[src/rtl/mux_scan_n.sv]
// rtl/mux_scan_n.sv - registered N:1 word multiplexer with manual select and auto-scan
module mux_scan_n #(
    parameter int  WIDTH    = 8,
    parameter int  CHANNELS = 4,
    parameter int  DWELL    = 2,
    localparam int SEL_W    = $clog2(CHANNELS)
) (
    input  logic                      clk,
    input  logic                      rst_n,
    input  logic [CHANNELS*WIDTH-1:0] in_data,
    input  logic                      mode,
    input  logic [SEL_W-1:0]          sel,
    input  logic                      in_valid,
    output logic                      in_ready,
    output logic [WIDTH-1:0]          out_data,
    output logic [SEL_W-1:0]          out_sel,
    output logic                      out_valid,
    input  logic                      out_ready,
    output logic                      sel_err,
    output logic                      scan_wrap
);

    localparam int                CNT_W      = $clog2(DWELL + 1);
    localparam logic [CNT_W-1:0]  DWELL_LAST = CNT_W'(DWELL - 1);
    localparam logic [SEL_W-1:0]  IDX_LAST   = SEL_W'(CHANNELS - 1);

    typedef enum logic {MANUAL, SCAN} state_t;

    state_t             state;
    state_t             state_next;
    logic               scan_active;
    logic [SEL_W-1:0]   eff_sel;
    logic               sel_bad;
    logic [SEL_W-1:0]   scan_idx;
    logic [CNT_W-1:0]   dwell_cnt;
    logic               accept;
    logic               dwell_done;
    logic               idx_last;

    assign in_ready   = !out_valid || out_ready;
    assign accept     = in_valid && in_ready;
    assign dwell_done = (dwell_cnt == DWELL_LAST);
    assign idx_last   = (scan_idx == IDX_LAST);

    always_ff @(posedge clk) begin
        if (!rst_n) begin
            state <= MANUAL;
        end else begin
            state <= state_next;
        end
    end

    always_comb begin
        state_next = state;
        case (state)
            MANUAL:  if (mode)  state_next = SCAN;
            SCAN:    if (!mode) state_next = MANUAL;
            default: state_next = MANUAL;
        endcase
    end

    // The select follows the registered state, so a mode change only affects later accepts.
    always_comb begin
        scan_active = (state == SCAN);
        eff_sel     = scan_active ? scan_idx : sel;
        sel_bad     = !scan_active && (32'(sel) >= CHANNELS);
    end

    // Index and dwell stay cleared while in MANUAL, so every scan entry starts at channel 0.
    always_ff @(posedge clk) begin
        if (!rst_n || !scan_active) begin
            scan_idx  <= '0;
            dwell_cnt <= '0;
        end else if (accept) begin
            if (dwell_done) begin
                dwell_cnt <= '0;
                scan_idx  <= idx_last ? '0 : scan_idx + 1'b1;
            end else begin
                dwell_cnt <= dwell_cnt + 1'b1;
            end
        end
    end

    always_ff @(posedge clk) begin
        if (!rst_n) begin
            out_data  <= '0;
            out_sel   <= '0;
            out_valid <= 1'b0;
            sel_err   <= 1'b0;
            scan_wrap <= 1'b0;
        end else begin
            scan_wrap <= accept && scan_active && dwell_done && idx_last;
            if (accept) begin
                out_data  <= sel_bad ? '0 : in_data[eff_sel*WIDTH +: WIDTH];
                out_sel   <= eff_sel;
                sel_err   <= sel_bad;
                out_valid <= 1'b1;
            end else if (out_ready) begin
                out_valid <= 1'b0;
            end
        end
    end

endmodule
[config.mk]
export PLATFORM = sky130hd
export DESIGN_NAME = mux_scan_n
export DESIGN_NICKNAME = d
export VERILOG_FILES = /design/src/rtl/mux_scan_n.sv
export SDC_FILE = /design/constraint.sdc
export NUM_CORES = 1
export LEC_CHECK = 0
export ABC_CLOCK_PERIOD_IN_PS = 2380
export CAP_MARGIN = 15
export CORE_MARGIN = 5
export CORE_UTILIZATION = 40
export DETAILED_ROUTE_END_ITERATION = 16
export DONT_BUFFER_PORTS = 1
export PLACE_DENSITY_LB_ADDON = 0.05
export SLEW_MARGIN = 0
export SYNTH_ARGS = -nofsm -noshare
export SYNTH_HDL_FRONTEND = slang
export SYNTH_SLANG_ARGS = --single-unit
[constraint.sdc]
create_clock -name clk -period 2.38 [get_ports clk]
set_input_delay 0.476 -clock clk [delete_from_list [all_inputs] [get_ports clk]]
set_output_delay 0.476 -clock clk [all_outputs]
set_load 0.01 [all_outputs]
Word-level counts from Yosys, hierarchy flattened
Index checks and enable logic that the tools add are counted.

Latch bits: 0. RAM bits: 0. Bits of input ports: 39. Logic and storage cells: 29. Memory bits (read-only): 0. Memories kept: 0. Flip-flop bits (word level): 17.

Shift operators: 1. Muxes and demuxes: 6. Multiply operators: 0. Add/subtract/negate cells: 2. Bitwise operators: 0. Equal/unequal tests: 2. Reduce and logical (&&, ||, !) cells: 11. Divide/modulo/power cells: 0. Order comparisons: 0.

Operators by type and width (count): $shiftx A32 B6 Y8 (1); $mux W2 (3); $add A2 B1 Y2 const B (2); $logic_and A1 B1 Y1 (4); $logic_not A1 Y1 (3); $mux W1 (3); $eq A2 B1 Y1 const B (1); $eq A2 B2 Y1 const B (1); $logic_or A1 B1 Y1 (2); $reduce_and A2 Y1 (1); $reduce_bool A2 Y1 (1).

Depth between registers and ports, before layout
Gate-level depths: netlist of the first run.

Word-level depth: 6. Gate-level depth with buffers: 5. Mapped depth without buffers: 4.

Worst setup path after synthesis of the first run
Ideal clock, no wire load.

Path type: input to register. Start: in out_ready. End: reg out_data[0]. Data arrival time: 1321 ps. Slack: 925 ps. Buffers on the path: 1. Stages: 5. Cell sequence: nand2b_1 and2_1 buf_2 nand3_1 o221ai_1.

Longest elaborated chain between the ends: 2.

RTL lines: from (decl) (line 18) `input logic out_ready,`; $logic_or A1 B1 Y1 (line 40) `assign in_ready = !out_valid || out_ready;`; $logic_and A1 B1 Y1 (line 41) `assign accept = in_valid && in_ready;`; to (signal assigned) (line 94) `out_data <= sel_bad ? '0 : in_data[eff_sel*WIDTH +: WIDTH];`; to (decl) (line 15) `output logic [WIDTH-1:0] out_data,`.

Every way passes these cells. A chain may end at the register's enable or synchronous reset.

Worst setup path in the final report of the first run
Start: reg state (netlist: scan_active). End: reg out_data[0].

Longest elaborated chain between the ends: 2.

RTL lines: from (decl) (line 29) `state_t state;`; from (signal assigned) (line 49) `state <= state_next;`; $mux W2 (line 65) `eff_sel = scan_active ? scan_idx : sel;`; $shiftx A32 B6 Y8 (line 94).

Every way passes these cells.

==> reports/results.ini, run 1 <==
[run_status]
status = completed

[power_and_ir_drop]
p_comb_frac = 0.138
leakage_uw = 0.000404
power.share.clock = 0.280
vdd_drop_max_mv = 0.269
p_per_area_nw_per_um2 = 580
internal_power_uw = 401
swShare = 0.274
seq_power_share = 0.582
netSwitchingPower_uw = 151

[logic_synthesis]
synth-seq-cells = 17
synthCells = 99
synth_edf_count = 0
synthArstFlopShare = 0
seq_area_frac_synth = 0.371
synthTopCellsByArea = dfxtp_1 37%, mux2i_1 14%, o221ai_1 5.7%, a21oi_1 4.9%, nand3_1 4.9%
synth_ff_type = dfxtp_1
post-synth-top-count-cell = dfxtp_1
syn_area_sq_um = 917
synth_cell_types = 29
yosysTopAreaCell = dfxtp_1
yosys_warnings = 0
synth_area_per_cell_sq_um = 9.26
syn_nets = 139
synth.cells.most_frequent = 17 x dfxtp_1, 13 x mux2i_1, 9 x a21oi_1, 9 x nand3_1, 6 x o221ai_1
yosysTopAreaCellShare = 0.371

[grt]
grt_antenna_before_repair = 0
grt_usage = 0.128
grt_start_max_net_pins = 18
grt-busiest-layer = met2
grtUsageMet2 = 0.206
grt_overflow = 0
grt_pass1_vias = 708
grt_pass1_wl_um = 3310
met1_usage = 0.153
gr-usage-met3 = 0.0445

[clock_tree]
cts_buffer_depth = 2
cts_tree = built
cts_htree_levels = 1
cts.repair.resized = 0
holdBufCountCts = 0
clk_pin_slew_ns = 0.10
cts_sinks = 17
post_cts_buffers = 0
cts-root-buf = clkbuf_4
clk_latency_ns = 0.29
numCtsBuffers = 3

[timing]
fmax_mhz = 611
hold_violations = 0
drv_slew = 0
slew_headroom = 0.645
skew_ns = 0.00304
post-route-period-util = 0.688
setup_viol = 0
rsz0062_at_grt = false
worst_slew_pin_slew_ns = 0.522
fin_setup_tns_ns = 0
finalCriticalPeriod_ns = 1.64

[min_path]
hp-class = input port to flop

[layout]
layoutNonFillerInstCount = 127
fillCellCount = 229
syn2layout_area_growth_pct = 3.82
num-nets-final = 140
n_antenna_cell = 0
layout-drive-gt1-share = 0.0707

[detailed_routing]
via_per_inst = 5.80
drc = 0
routed_wl_um = 2170
first_pass_iters = 3
drt-initial-drc-count = 16
vias = 737
wire_per_inst_um = 17.1
ant_nets = 0

[flow_run]
drv_cap = 0

[worst_setup_path]
crit_arrival_ns = 1.81
start_kind = flop
end_kind = flop
r2r_setup_slack_ns = 0.74
endpoint = out_data[0]
startpoint = scan_active
worstRegToRegCells = 4
path_class = flop to flop
reg2reg_to = out_data[0]
worstPathRequired_ns = 2.55
critical_path.max_fanout = 13
worstReg2RegStart = scan_active

[die]
die_area_sq_um = 3350
rows = 17
fp.dieW_um = 57.9
ioPinCount = 53
initial_utilization = 0.419
die_h_um = 57.9
core_sq_um = 2190

[place]
dp_hpwl_um = 1700
dp_cells = 123
routabilityCongestion = 0.881
numPortBuffers = 0

-- cell families (layout without fill, tap and decap cells) --
group           Yosys count  count (layout)  synth area share
simple gates             30              30             0.177
compound gates           28              28             0.207
flops                    17              17             0.371
mux                      14              14             0.166
buf+inv                   7               7            0.0505
fa+ha+maj                 1               1            0.0136
other cells               1               1           0.00409
xor+xnor                  1               1           0.00955
-- metal layers --
layer,wire (um),share of wire
met4,12,0.0055
met3,227,0.10
met5,0,0
met2,1040,0.48
met1,888,0.41
-- cells in the final DEF, fill, tap and decap left out, drive strengths merged --
cell type and n:
nand2b 5, nand3b 1, nand3 9, nor2b 1, nand2 5, nor2 3, o21ai 4, and2 2
a31oi 2, o221ai 6, ha 1, xnor2 1, buf 2, dfxtp 17, o211a 2, mux2i 14
a21oi 9, a32oi 2, nand4b 1, clkinv 1, and2b 2, clkbuf 3, a21boi 1, a211oi 2
inv 1, or3 1, conb 1
-- power by group through the flow --
stage                     Sequential, uW  Clock, uW  Combinational [uW]
after detailed placement             328          0                77.1
after global placement               328          0                75.3
after global routing                 324        178                85.5
final                                321        155                76.1
after CTS                            322        165                77.3
after floorplan                      324          0                72.1
-- layout make-up --
type | instances | area [sq um] | area share
clock buffers | 3 | 22.5 | 0.0237
clock inverters | 1 | 5.00 | 0.00526
inverters | 1 | 3.75 | 0.00394
multi-input cells | 75 | 531 | 0.557
flip-flops and latches | 17 | 340 | 0.357
well taps | 28 | 35.0 | 0.0368
repair buffers | 2 | 15.0 | 0.0158
-- metrics by stage --
stage          power [uW]  cell area, sq um  worst slack [ns]   util  hold slack, ns
2_1_floorplan         396               917             0.925      -           0.419
3_3_place_gp          403               925             0.655  0.422           0.435
3_5_place_dp          405               925             0.667  0.422           0.436
4_1_cts               564               952             0.726  0.435           0.290
5_1_grt               587               952             0.572  0.435           0.284
6_report              552               952             0.742  0.435           0.306
-- how the worst min path moves through the flow --
stage,depth (start not counted),endpoint,slack (ns),from
final,1,out_sel[1],0.31,rst_n
after global routing,1,out_sel[0],0.28,rst_n
after CTS,1,out_sel[1],0.29,rst_n
after detailed placement,2,dwell_cnt[1],0.44,dwell_cnt[1]
after global placement,2,dwell_cnt[1],0.44,dwell_cnt[1]
after floorplan,2,dwell_cnt[1],0.42,dwell_cnt[1]
-- sequential cells by signal, summed over array words and instances, names as in the netlist --
register	flops
scan_active	1
out_valid	1
out_sel	2
out_data	8
scan_idx	2
dwell_cnt	2
scan_wrap	1
-- critical path, cell delays in order, from the launching register on --
cell and delay, ns:
dfxtp_1 0.40, mux2i_4 0.52, buf_4 0.25, mux2i_1 0.21
o221ai_1 0.13
Power figures use the tool's default switching activity.
==> inputs of run 2 (changes only) <==
ABC_CLOCK_PERIOD_IN_PS = 1500   (was 2380)
clock period = 1.5 ns   (was 2.38 ns; I/O delays follow)
==> run 2 against run 1 <==
Routed wire length is 4.8% higher. Register-to-register slack worse by 0.63 ns. Global-route usage is 0.41 points higher. Critical path type unchanged. Critical endpoint is now out_data[1]. Largest power group unchanged. Highest routed layer unchanged.
==> reports/results.ini, run 2 (synthesis gave the netlist of run 1 again) <==
[detailed_routing]
via_per_inst = 5.73
drt-initial-drc-count = 16
routed_wl_um = 2280
ant_nets = 0
wire_per_inst_um = 17.2
vias = 757
drc = 0
first_pass_iters = 4

[power_and_ir_drop]
p_per_area_nw_per_um2 = 889
vdd_drop_max_mv = 0.483
leakage_uw = 0.000432

[grt]
grt_overflow = 0
grt_antenna_before_repair = 0
grt_start_max_net_pins = 18
grt_pass1_wl_um = 3440
grt_pass1_vias = 756
grt_usage = 0.133

[worst_setup_path]
end_kind = flop
crit_arrival_ns = 1.55
endpoint = out_data[1]
worstReg2RegStart = scan_active
worstPathRequired_ns = 1.67
startpoint = scan_active
path_class = flop to flop
critical_path.max_fanout = 9
reg2reg_to = out_data[1]
r2r_setup_slack_ns = 0.12
start_kind = flop
worstRegToRegCells = 4

[layout]
design_area_sq_um = 1000
largest-register = out_data
regArea_sq_um = 342
n_antenna_cell = 0
layout-drive-gt1-share = 0.163
multiInputGateArea_sq_um = 544
fillCellCount = 219
syn2layout_area_growth_pct = 9.55
largest_reg_flops = 8
num-nets-final = 145
most-common-layout-cells = 16 x dfxtp_1, 13 x mux2i_1, 8 x nand3_1, 8 x a21oi_1, 7 x buf_4
layoutNonFillerInstCount = 132
post-route-util = 0.459
final_common_cell = dfxtp_1

[clock_tree]
cts.repair.resized = 0
clk_pin_slew_ns = 0.10
post_cts_buffers = 0
numCtsBuffers = 3
holdBufCountCts = 0
cts_sinks = 17
cts_htree_levels = 1
clk_latency_ns = 0.29
cts_buffer_depth = 2
cts_tree = built
cts-root-buf = clkbuf_4

[die]
fp.dieW_um = 57.9
rows = 17
initial_utilization = 0.419
die_h_um = 57.9
ioPinCount = 53
core_sq_um = 2190
die_area_sq_um = 3350

[timing]
hold_violations = 0
post-route-period-util = 0.923
setup_viol = 0
fin_setup_tns_ns = 0
skew_ns = 0.00161
drv_slew = 0
finalCriticalPeriod_ns = 1.38
fmax_mhz = 722

[place]
dp_hpwl_um = 1830
placed_area_sq_um = 962
dp_cells = 128
routabilityCongestion = 0.884
numPortBuffers = 0

[run_status]
status = completed

[min_path]
hp-class = input port to flop

[flow_run]
drv_cap = 0

## run 2: worst min path at each step
stage / from / end / slack, ns / cells after the start
final: rst_n / out_sel[0] / 0.13 / 1
after detailed placement: dwell_cnt[1] / dwell_cnt[1] / 0.43 / 2
after floorplan: dwell_cnt[1] / dwell_cnt[1] / 0.42 / 2
after global placement: dwell_cnt[1] / dwell_cnt[1] / 0.43 / 2
after CTS: rst_n / out_sel[0] / 0.12 / 1
after global routing: rst_n / out_sel[0] / 0.10 / 1
## run 2: routing by layer
| layer | part of all wire | track usage |
|---|---|---|
| met4 | 0.0079 | 0.0596 |
| met3 | 0.089 | 0.0445 |
| met1 | 0.41 | 0.164 |
| met5 | 0 | 0 |
| met2 | 0.49 | 0.208 |
## run 2: final cells by class
cell class,instances,area share
multi-input combinational,75,0.542
sequential,17,0.340
timing repair buffer,7,0.0523
tap,28,0.0349
clock buffer,3,0.0224
clock inverter,1,0.00498
inverter,1,0.00374
## run 2: worst max-delay path, stage by stage (launching register included)
cell and delay, ns:
dfxtp_2 0.39, mux2i_4 0.27, buf_4 0.23, mux2i_1 0.22, o221ai_1 0.14
## run 2: metrics by stage
step	setup WS, ns	hold slack, ns	power, uW
3_3_place_gp	0.0452	0.434	650
3_5_place_dp	0.0127	0.432	654
4_1_cts	0.0128	0.119	908
6_report	0.116	0.132	894
2_1_floorplan	0.129	0.419	629
5_1_grt	-0.00176	0.104	949
## run 2: power breakdown
| group | switching, uW | internal [uW] | total, uW |
|---|---|---|---|
| clock | 150 | 99.1 | 249 |
| combinational | 66.2 | 68.1 | 134 |
| sequential | 31.7 | 479 | 511 |
| total | 248 | 646 | 894 |
